## config.mk

```make
export PLATFORM = sky130hd
export DESIGN_NAME = bnn_cfg_seq_flat
export DESIGN_NICKNAME = d
export VERILOG_FILES = /design/src/rtl/bnn_pkg.sv /design/src/rtl/bnn_cfg_seq_if.sv /design/src/rtl/bnn_cfg_seq.sv /design/src/flat_wrapper.sv
export SDC_FILE = /design/constraint.sdc
export NUM_CORES = 1
export LEC_CHECK = 0
export ABC_CLOCK_PERIOD_IN_PS = 2000
export BUFFER_PORTS_ARGS = -buffer_cell sky130_fd_sc_hd__buf_2
export CAP_MARGIN = 20
export CORE_MARGIN = 1.5
export CORE_UTILIZATION = 50
export CTS_BUF_LIST = sky130_fd_sc_hd__clkbuf_4 sky130_fd_sc_hd__clkbuf_8
export CTS_CLUSTER_DIAMETER = 50
export DETAILED_ROUTE_END_ITERATION = 12
export PLACE_DENSITY = 0.72
export SLEW_MARGIN = 20
export SYNTH_ARGS = -nofsm -noshare
export SYNTH_HDL_FRONTEND = slang
export SYNTH_SLANG_ARGS = --single-unit
export TNS_END_PERCENT = 20
```

## constraint.sdc

```tcl
create_clock -name clk -period 2 [get_ports clk]
set_clock_uncertainty 0.15 [all_clocks]
set_input_delay 0.1 -clock clk [delete_from_list [all_inputs] [get_ports clk]]
set_output_delay 0.1 -clock clk [all_outputs]
set_load 0.01 [all_outputs]
```

## src/rtl/bnn_pkg.sv

```systemverilog
// Shared constants and state encoding for the BNN neuron configuration path.
// Sized for the default 12-neuron array with 8-bit weights and 4-bit thresholds.
package bnn_pkg;

    localparam int NUM_NEURONS = 12;
    localparam int W_BITS      = 8;
    localparam int T_BITS      = 4;
    localparam int IDX_BITS    = 4;

    typedef enum logic [2:0] {
        IDLE,
        W_LO,
        W_HI,
        THR,
        WRITE,
        DONE
    } state_e;

endpackage

```

## src/rtl/bnn_cfg_seq_if.sv

```systemverilog
// Control, nibble-stream and register-file write signals of the config sequencer.
// master drives start/abort/nibbles; slave is the sequencer itself.
interface bnn_cfg_seq_if #(
    parameter int W_BITS   = bnn_pkg::W_BITS,
    parameter int T_BITS   = bnn_pkg::T_BITS,
    parameter int IDX_BITS = bnn_pkg::IDX_BITS
);

    logic                start;
    logic                abort;
    logic                nib_valid;
    logic [3:0]          nib_data;
    logic                nib_ready;
    logic                wr_en;
    logic [IDX_BITS-1:0] wr_addr;
    logic [W_BITS-1:0]   wr_weight;
    logic [T_BITS-1:0]   wr_thresh;
    logic                busy;
    logic                done;
    logic                cfg_valid;
    logic                err;

    modport master (
        output start, abort, nib_valid, nib_data,
        input  nib_ready, wr_en, wr_addr, wr_weight, wr_thresh,
        input  busy, done, cfg_valid, err
    );

    modport slave (
        input  start, abort, nib_valid, nib_data,
        output nib_ready, wr_en, wr_addr, wr_weight, wr_thresh,
        output busy, done, cfg_valid, err
    );

endinterface

```

## src/rtl/bnn_cfg_seq.sv

```systemverilog
// Assembles weight/threshold nibbles per neuron and writes them to the
// neuron register file, one neuron every four cycles when the stream is dense.
module bnn_cfg_seq #(
    parameter int NUM_NEURONS = bnn_pkg::NUM_NEURONS,
    parameter int W_BITS      = bnn_pkg::W_BITS,
    parameter int T_BITS      = bnn_pkg::T_BITS
) (
    input  logic          clk,
    input  logic          reset,
    bnn_cfg_seq_if.slave  bus
);
    import bnn_pkg::*;

    state_e              state_q, state_d;
    logic [IDX_BITS-1:0] cnt_q, cnt_d;
    logic [W_BITS-1:0]   weight_q, weight_d;
    logic                wr_en_q, wr_en_d;
    logic [IDX_BITS-1:0] wr_addr_q, wr_addr_d;
    logic [W_BITS-1:0]   wr_weight_q, wr_weight_d;
    logic [T_BITS-1:0]   wr_thresh_q, wr_thresh_d;
    logic                done_q, done_d;
    logic                cfg_q, cfg_d;
    logic                err_q, err_d;
    logic                ready;
    logic                accept;

    assign ready  = (state_q == W_LO) || (state_q == W_HI) || (state_q == THR);
    assign accept = ready && bus.nib_valid;

    always_comb begin
        state_d     = state_q;
        cnt_d       = cnt_q;
        weight_d    = weight_q;
        wr_en_d     = 1'b0;
        wr_addr_d   = wr_addr_q;
        wr_weight_d = wr_weight_q;
        wr_thresh_d = wr_thresh_q;
        done_d      = 1'b0;
        cfg_d       = cfg_q;
        err_d       = err_q;
        unique case (state_q)
            IDLE: begin
                if (bus.nib_valid) err_d = 1'b1;
                if (bus.start && !bus.abort) begin
                    state_d = W_LO;
                    cnt_d   = '0;
                    cfg_d   = 1'b0;
                    err_d   = 1'b0;
                end
            end
            W_LO: if (accept) begin
                weight_d[3:0] = bus.nib_data;
                state_d       = W_HI;
            end
            W_HI: if (accept) begin
                weight_d[7:4] = bus.nib_data;
                state_d       = THR;
            end
            // write port is loaded here so the strobe and data are registered
            THR: if (accept) begin
                state_d     = WRITE;
                wr_en_d     = 1'b1;
                wr_addr_d   = cnt_q;
                wr_weight_d = weight_q;
                wr_thresh_d = T_BITS'(bus.nib_data);
            end
            WRITE: begin
                if (cnt_q == IDX_BITS'(NUM_NEURONS - 1)) begin
                    state_d = DONE;
                    done_d  = 1'b1;
                end else begin
                    cnt_d   = cnt_q + 1'b1;
                    state_d = W_LO;
                end
            end
            DONE: begin
                cfg_d   = 1'b1;
                state_d = IDLE;
            end
            default: state_d = IDLE;
        endcase
        if (bus.abort && state_q != IDLE) begin
            state_d     = IDLE;
            cnt_d       = '0;
            weight_d    = '0;
            wr_en_d     = 1'b0;
            wr_addr_d   = wr_addr_q;
            wr_weight_d = wr_weight_q;
            wr_thresh_d = wr_thresh_q;
            done_d      = 1'b0;
            cfg_d       = cfg_q;
        end
    end

    always_ff @(posedge clk or posedge reset) begin
        if (reset) begin
            state_q     <= IDLE;
            cnt_q       <= '0;
            weight_q    <= '0;
            wr_en_q     <= 1'b0;
            wr_addr_q   <= '0;
            wr_weight_q <= '0;
            wr_thresh_q <= '0;
            done_q      <= 1'b0;
            cfg_q       <= 1'b0;
            err_q       <= 1'b0;
        end else begin
            state_q     <= state_d;
            cnt_q       <= cnt_d;
            weight_q    <= weight_d;
            wr_en_q     <= wr_en_d;
            wr_addr_q   <= wr_addr_d;
            wr_weight_q <= wr_weight_d;
            wr_thresh_q <= wr_thresh_d;
            done_q      <= done_d;
            cfg_q       <= cfg_d;
            err_q       <= err_d;
        end
    end

    assign bus.nib_ready = ready;
    assign bus.wr_en     = wr_en_q;
    assign bus.wr_addr   = wr_addr_q;
    assign bus.wr_weight = wr_weight_q;
    assign bus.wr_thresh = wr_thresh_q;
    assign bus.busy      = (state_q != IDLE);
    assign bus.done      = done_q;
    assign bus.cfg_valid = cfg_q;
    assign bus.err       = err_q;

endmodule
```

## src/flat_wrapper.sv

```systemverilog
// flat-port wrapper written by rule: the top's interface ports become plain ports
module bnn_cfg_seq_flat import bnn_pkg::*;
#(
    parameter int NUM_NEURONS = bnn_pkg::NUM_NEURONS,
    parameter int W_BITS      = bnn_pkg::W_BITS,
    parameter int T_BITS      = bnn_pkg::T_BITS
)
  (clk, reset, bus_start, bus_abort, bus_nib_valid, bus_nib_data, bus_nib_ready, bus_wr_en, bus_wr_addr, bus_wr_weight, bus_wr_thresh, bus_busy, bus_done, bus_cfg_valid, bus_err);
  bnn_cfg_seq_if #(.W_BITS(W_BITS), .T_BITS(T_BITS)) bus_i ();
  input  logic clk;
  input  logic reset;
  input wire logic [$bits(bus_i.start)-1:0] bus_start;
  input wire logic [$bits(bus_i.abort)-1:0] bus_abort;
  input wire logic [$bits(bus_i.nib_valid)-1:0] bus_nib_valid;
  input wire logic [$bits(bus_i.nib_data)-1:0] bus_nib_data;
  output wire logic [$bits(bus_i.nib_ready)-1:0] bus_nib_ready;
  output wire logic [$bits(bus_i.wr_en)-1:0] bus_wr_en;
  output wire logic [$bits(bus_i.wr_addr)-1:0] bus_wr_addr;
  output wire logic [$bits(bus_i.wr_weight)-1:0] bus_wr_weight;
  output wire logic [$bits(bus_i.wr_thresh)-1:0] bus_wr_thresh;
  output wire logic [$bits(bus_i.busy)-1:0] bus_busy;
  output wire logic [$bits(bus_i.done)-1:0] bus_done;
  output wire logic [$bits(bus_i.cfg_valid)-1:0] bus_cfg_valid;
  output wire logic [$bits(bus_i.err)-1:0] bus_err;
  assign bus_i.start = bus_start;
  assign bus_i.abort = bus_abort;
  assign bus_i.nib_valid = bus_nib_valid;
  assign bus_i.nib_data = bus_nib_data;
  assign bus_nib_ready = bus_i.nib_ready;
  assign bus_wr_en = bus_i.wr_en;
  assign bus_wr_addr = bus_i.wr_addr;
  assign bus_wr_weight = bus_i.wr_weight;
  assign bus_wr_thresh = bus_i.wr_thresh;
  assign bus_busy = bus_i.busy;
  assign bus_done = bus_i.done;
  assign bus_cfg_valid = bus_i.cfg_valid;
  assign bus_err = bus_i.err;
  bnn_cfg_seq #(.NUM_NEURONS(NUM_NEURONS), .W_BITS(W_BITS), .T_BITS(T_BITS)) u_core (.clk(clk), .reset(reset), .bus(bus_i));
endmodule
```

=== Yosys cells after proc, flatten, opt, wreduce, memory -nomap -nowiden ===
Cells that the tools add are included.

* Bits in registers: 35
* Bits in latches: 0
* RAM bits: 0
* Bits in read-only memories: 0
* Bits of input ports: 9
* Output and inout port bits: 22
* Logic and storage cells: 71
* Memories kept: 0

* $add $sub $neg: 1
* Multiply operators: 0
* Div/mod/pow operators: 0
* $lt $le $gt $ge: 0
* Eq/ne operators: 12
* Shift operators: 0
* Mux-type cells: 25
* Bitwise operators: 1
* Reduce and logical (&&, ||, !) cells: 21

{| class="wikitable"
|+ Operators by type and width
! operator !! count
|-
| $mux W4 || 6
|-
| $mux W3 || 6
|-
| $pmux W3 S5 || 1
|-
| $reduce_bool A2 Y1 || 5
|-
| $mux W1 || 9
|-
| $ne A3 B2 Y1 const B || 3
|-
| $reduce_and A3 Y1 || 3
|-
| $mux W8 || 1
|-
| $pmux W4 S2 || 1
|-
| $eq A3 B2 Y1 const B || 2
|-
| $eq A3 B3 Y1 const B || 2
|-
| $reduce_and A2 Y1 || 3
|-
| $reduce_bool A3 Y1 || 2
|-
| $add A4 B1 Y4 const B || 1
|-
| $eq A4 B4 Y1 const B || 1
|-
| $reduce_and A4 Y1 || 1
|-
| $eq A3 B1 Y1 const B || 1
|-
| $logic_and A1 B1 Y1 || 3
|-
| $logic_not A3 Y1 || 1
|-
| $ne A3 B1 Y1 const B || 1
|-
| $ne A3 B3 Y1 const B || 1
|-
| $logic_or A1 B1 Y1 || 2
|-
| $ne A2 B1 Y1 const B || 1
|-
| $pmux W1 S2 || 1
|-
| other kinds (2) || 2
|}

=== Logic depth before layout (Yosys ltp) ===
* Depth after elaboration: 7
* Mapped depth: 6

=== Worst setup path after synthesis ===
Ideal clock, no wire load.

* Kind: register to register
* From: register u_core.state_q[1]
* To: register u_core.wr_addr_q[0] (netlist: u_core.bus.wr_addr[0])
* Library setup time: 0.125 ns
* Arrival time: 1.253 ns
* Required time: 1.725 ns
* Path slack: 0.472 ns
* Cell stages (with the launch flop): 6
* Buffers on the path: 2
* Period minus slack after synthesis: 1.528 ns
* Path through: dfrtp_1 -> and3b_4 -> and2_4 -> buf_6 -> buf_12 -> mux2_4

* Word-level cells in the longest chain between the ends: 5
* Elaborated cells on any way between the ends: 10
* Classes of those cells: eq/ne (3); bitwise (1); reduce/logical (6)

{| class="wikitable"
|+ Ends and longest elaborated chain
! what !! line !! source
|-
| start: declaration || bnn_cfg_seq.sv:14 || <nowiki>state_e state_q, state_d;</nowiki>
|-
| start signal: assignment || bnn_cfg_seq.sv:108 || <nowiki>state_q <= state_d;</nowiki>
|-
| $eq A3 B1 Y1 / $eq A3 B2 Y1 (equally long branches) || bnn_cfg_seq.sv:27 || <nowiki>assign ready = (state_q == W_LO) || (state_q == W_HI) || (state_q == THR);</nowiki>
|-
| $logic_or A1 B1 Y1 (2 in a row) || bnn_cfg_seq.sv:27 ||
|-
| $logic_and A1 B1 Y1 || bnn_cfg_seq.sv:28 || <nowiki>assign accept = ready && bus.nib_valid;</nowiki>
|-
| $reduce_and A3 Y1 (no source line) * || n/a ||
|-
| end signal: assignment || bnn_cfg_seq.sv:112 || <nowiki>wr_addr_q <= wr_addr_d;</nowiki>
|-
| end: declaration || bnn_cfg_seq.sv:18 || <nowiki>logic [IDX_BITS-1:0] wr_addr_q, wr_addr_d;</nowiki>
|}

Mark *: on every way between the ends. The rest lies on a longest branch, timed or not.
A chain may end at the register's enable or synchronous reset.

=== Worst setup path in the final report ===
* From: register u_core.cnt_q[1]
* To: register u_core.state_q[2]

* Word-level cells in the longest chain between the ends: 4

{| class="wikitable"
|+ Ends and longest elaborated chain
! what !! line !! source
|-
| start: declaration || bnn_cfg_seq.sv:15 || <nowiki>logic [IDX_BITS-1:0] cnt_q, cnt_d;</nowiki>
|-
| start signal: assignment || bnn_cfg_seq.sv:109 || <nowiki>cnt_q <= cnt_d;</nowiki>
|-
| $eq A4 B4 Y1 || bnn_cfg_seq.sv:68 || <nowiki>if (cnt_q == IDX_BITS'(NUM_NEURONS - 1)) begin</nowiki>
|-
| $mux W3 || bnn_cfg_seq.sv:68 ||
|-
| $pmux W3 S5 || bnn_cfg_seq.sv:41 || <nowiki>unique case (state_q)</nowiki>
|-
| $mux W3 || bnn_cfg_seq.sv:82 || <nowiki>if (bus.abort && state_q != IDLE) begin</nowiki>
|}

Every way passes these cells.

==> flow_summary.toml <==
[timing]
worst_slew_pin_slew_ns = 0.5573
rsz0062_at_grt = "false"
finalSetupViolCount = 0
fmax_ghz = 0.5289
post-route-period-util_pct = 94.54
min_period_ns = 1.891
slew_headroom_pct = 62.45
tns_ns = 0
finalHoldViolCount = 0
final_max_slew_viol_count = 0

[flow_run]
drv_cap = 0

[die]
dieArea_um2 = 3549
io-pin-count = 31
core-area_um2 = 3053
initial_core_util_pct = 52.42
die_w_um = 59.58
rows = 20
die_y_um = 59.58

[setup_path]
path_max_fanout = 5
worstSetupPathType = "register to register"
required_ns = 2.13
end_kind = "register"
startpoint_type = "register"
arrival_ns = 2.02

[place]
gp_congestion = 0.8126
dp_cells = 195
dp_hpwl_mm = 2.055
port_buffers = 30

[finish]
n_antenna_cell = 0
drive_gt1_share_pct = 35.50
mostFrequentLayoutCells = "dfrtp_1, buf_2, a22o_1, mux2_4, dlygate4sd3_1"
postLayoutCoreUtil_pct = 63.61
final_common_cell = "dfrtp_1"
final_nets = 178
finalNonFillerCells = 213
syn_to_final_growth_pct = 21.34

[cts]
numCtsBuffers = 5
insertion_delay_ns = 0.33
cts_resized = 0
htree_levels = 2
clkSinkCount = 35
clockRootBuffer = "clkbuf_4"
clk_pin_slew_worst_paths_ns = 0.10
clockBufferDepth = 2
cts_tree = "built"

[status]
status = "finished clean"

[yosys]
synth_nets = 136
synth_top_area_share_pct = 54.73
syn-cell-area_um2 = 1600
yosys_warnings = 0
ys_ff_latch = 35
synthCells = 126
synth_area_leaders = "dfrtp_1, mux2_4, a22o_1"
syn_area_per_cell_um2 = 12.70
synth-seq-area-share_pct = 54.73
yosys.area.top_type = "dfrtp_1"
synth_cell_types = 32

[route]
drc_errors = 0
wl_met2_mm = 1.377
wl_met3_um = 132
route.antenna.remaining_nets = 0
num_vias = 1133
avgRoutedWirePerCell_um = 13.95
initialDrtViolationCount = 42
top_layer_used = "met4"
drt-vias-per-instance = 5.319
first_pass_iters = 4
wl_mm = 2.972
drt-met1-wl_mm = 1.410

[grt]
antenna_found_initial = 0
first_global_vias = 1013
overflow = 0
track_usage_pct = 18.90
grt_pass1_wl_mm = 4.823
grt_max_degree = 36

[pwr]
power.leakage_uw = 0.0009904
power_density_nw_per_um2 = 877.2
ir_worst_vdd_v = 0.0004746

[min_path]
worstHoldPathType = "input pin to asynchronous set/reset pin"
registers in the layout (all words and copies together) (netlist names):
signal	cells
u_core.weight_q	8
u_core.bus.wr_en	1
u_core.bus.done	1
u_core.state_q	3
u_core.bus.cfg_valid	1
u_core.bus.wr_addr	4
u_core.bus.wr_weight	8
u_core.cnt_q	4
u_core.bus.err	1
u_core.bus.wr_thresh	4
critical path: stages (launching register included):
cell and delay [ns]:
dfrtp_1 0.44, ha_1 0.24, and3b_1 0.22, nand3_1 0.09, a21oi_1 0.15, dlygate4sd3_1 0.55
through the flow:
stage / setup WS [ns] / total power [uW] / hold slack (ns) / cell area (um2)
after floorplan: 0.4717 / 1077 / 0.08264 / 1600
after global placement: 0.2957 / 1161 / 0.05923 / 1758
after detailed placement: 0.2215 / 1175 / 0.06940 / 1758
after CTS: 0.1050 / 1715 / 0.2467 / 1934
after global routing: 0.0004092 / 1805 / 0.2796 / 1942
final: 0.1092 / 1703 / 0.2439 / 1942
area by class of cell:
type | instances | area [um2]
repair buffers | 42 | 262.8
clock inverters | 2 | 35.03
inverters | 7 | 26.28
multi-input cells | 77 | 635.6
clock buffers | 6 | 51.30
well taps | 44 | 55.05
flip-flops and latches | 35 | 875.8
fillers | 251 | 1111
worst paths after layout:
kind                                            to  cells after the start                   from  slack [ns]
hold reg to reg              u_core.bus.wr_addr[3]                      1  u_core.bus.wr_addr[3]        0.37
hold / removal                     u_core.cnt_q[0]                      4                  reset        0.24
setup reg to reg                 u_core.state_q[2]                      5        u_core.cnt_q[1]        0.11
max in group asynchronous  u_core.bus.wr_thresh[3]                      4                  reset        1.14
min in group clk             u_core.bus.wr_addr[3]                      1  u_core.bus.wr_addr[3]        0.37
setup / recovery                 u_core.state_q[2]                      5        u_core.cnt_q[1]        0.11
power breakdown:
part	total (uW)	internal, uW	switching, uW
sequential	870	799	71.5
clock	522	295	227
combinational	311	174	137
total	1700	1270	435
layer usage:
metal	up-vias	GRT usage, %
met5	-	0
met3	5	6.114
met2	29	27.79
met1	565	25.77
li1	534	-
met4	0	7.619
cells in the mapped netlist:
| master | number |
|---|---|
| buf_2 | 4 |
| a21oi_1 | 8 |
| a22o_1 | 12 |
| or4b_1 | 1 |
| nand3_1 | 5 |
| ha_1 | 1 |
| and3b_4 | 1 |
| o21bai_1 | 1 |
| o21ai_0 | 4 |
| a21o_1 | 1 |
| mux2_4 | 9 |
| nand2_1 | 2 |
| and2_4 | 1 |
| xnor2_1 | 2 |
| o211ai_1 | 1 |
| mux2_2 | 7 |
| nor3b_1 | 2 |
| nor2b_1 | 3 |
| a31oi_1 | 1 |
| nor3_1 | 2 |
| and3_1 | 1 |
| buf_6 | 2 |
| nand3b_1 | 2 |
| and3b_1 | 1 |
| o41a_1 | 1 |
| o2bb2ai_1 | 1 |
| dfrtp_1 | 35 |
| inv_1 | 7 |
| nor4b_2 | 1 |
| buf_12 | 1 |
| nor2_1 | 5 |
| nand2b_1 | 1 |
cell families after synthesis:
kind of cell,after synthesis,share of synthesized area (%)
xor gates and xnor gates,2,1.095
adders and majority gates,1,0.7817
AOI/OAI and AO/OA,30,13.37
muxes,16,13.37
DFF,35,54.73
and+or+nand+nor,28,11.10
buffers and inverters,14,5.552
timing repair:
action                     CTS  global route
hold endpoints to repair    50             0
setup buffers                0             1
setup endpoints to repair    0             1
hold buffers                 9             0
Power figures use the tool's default switching activity.
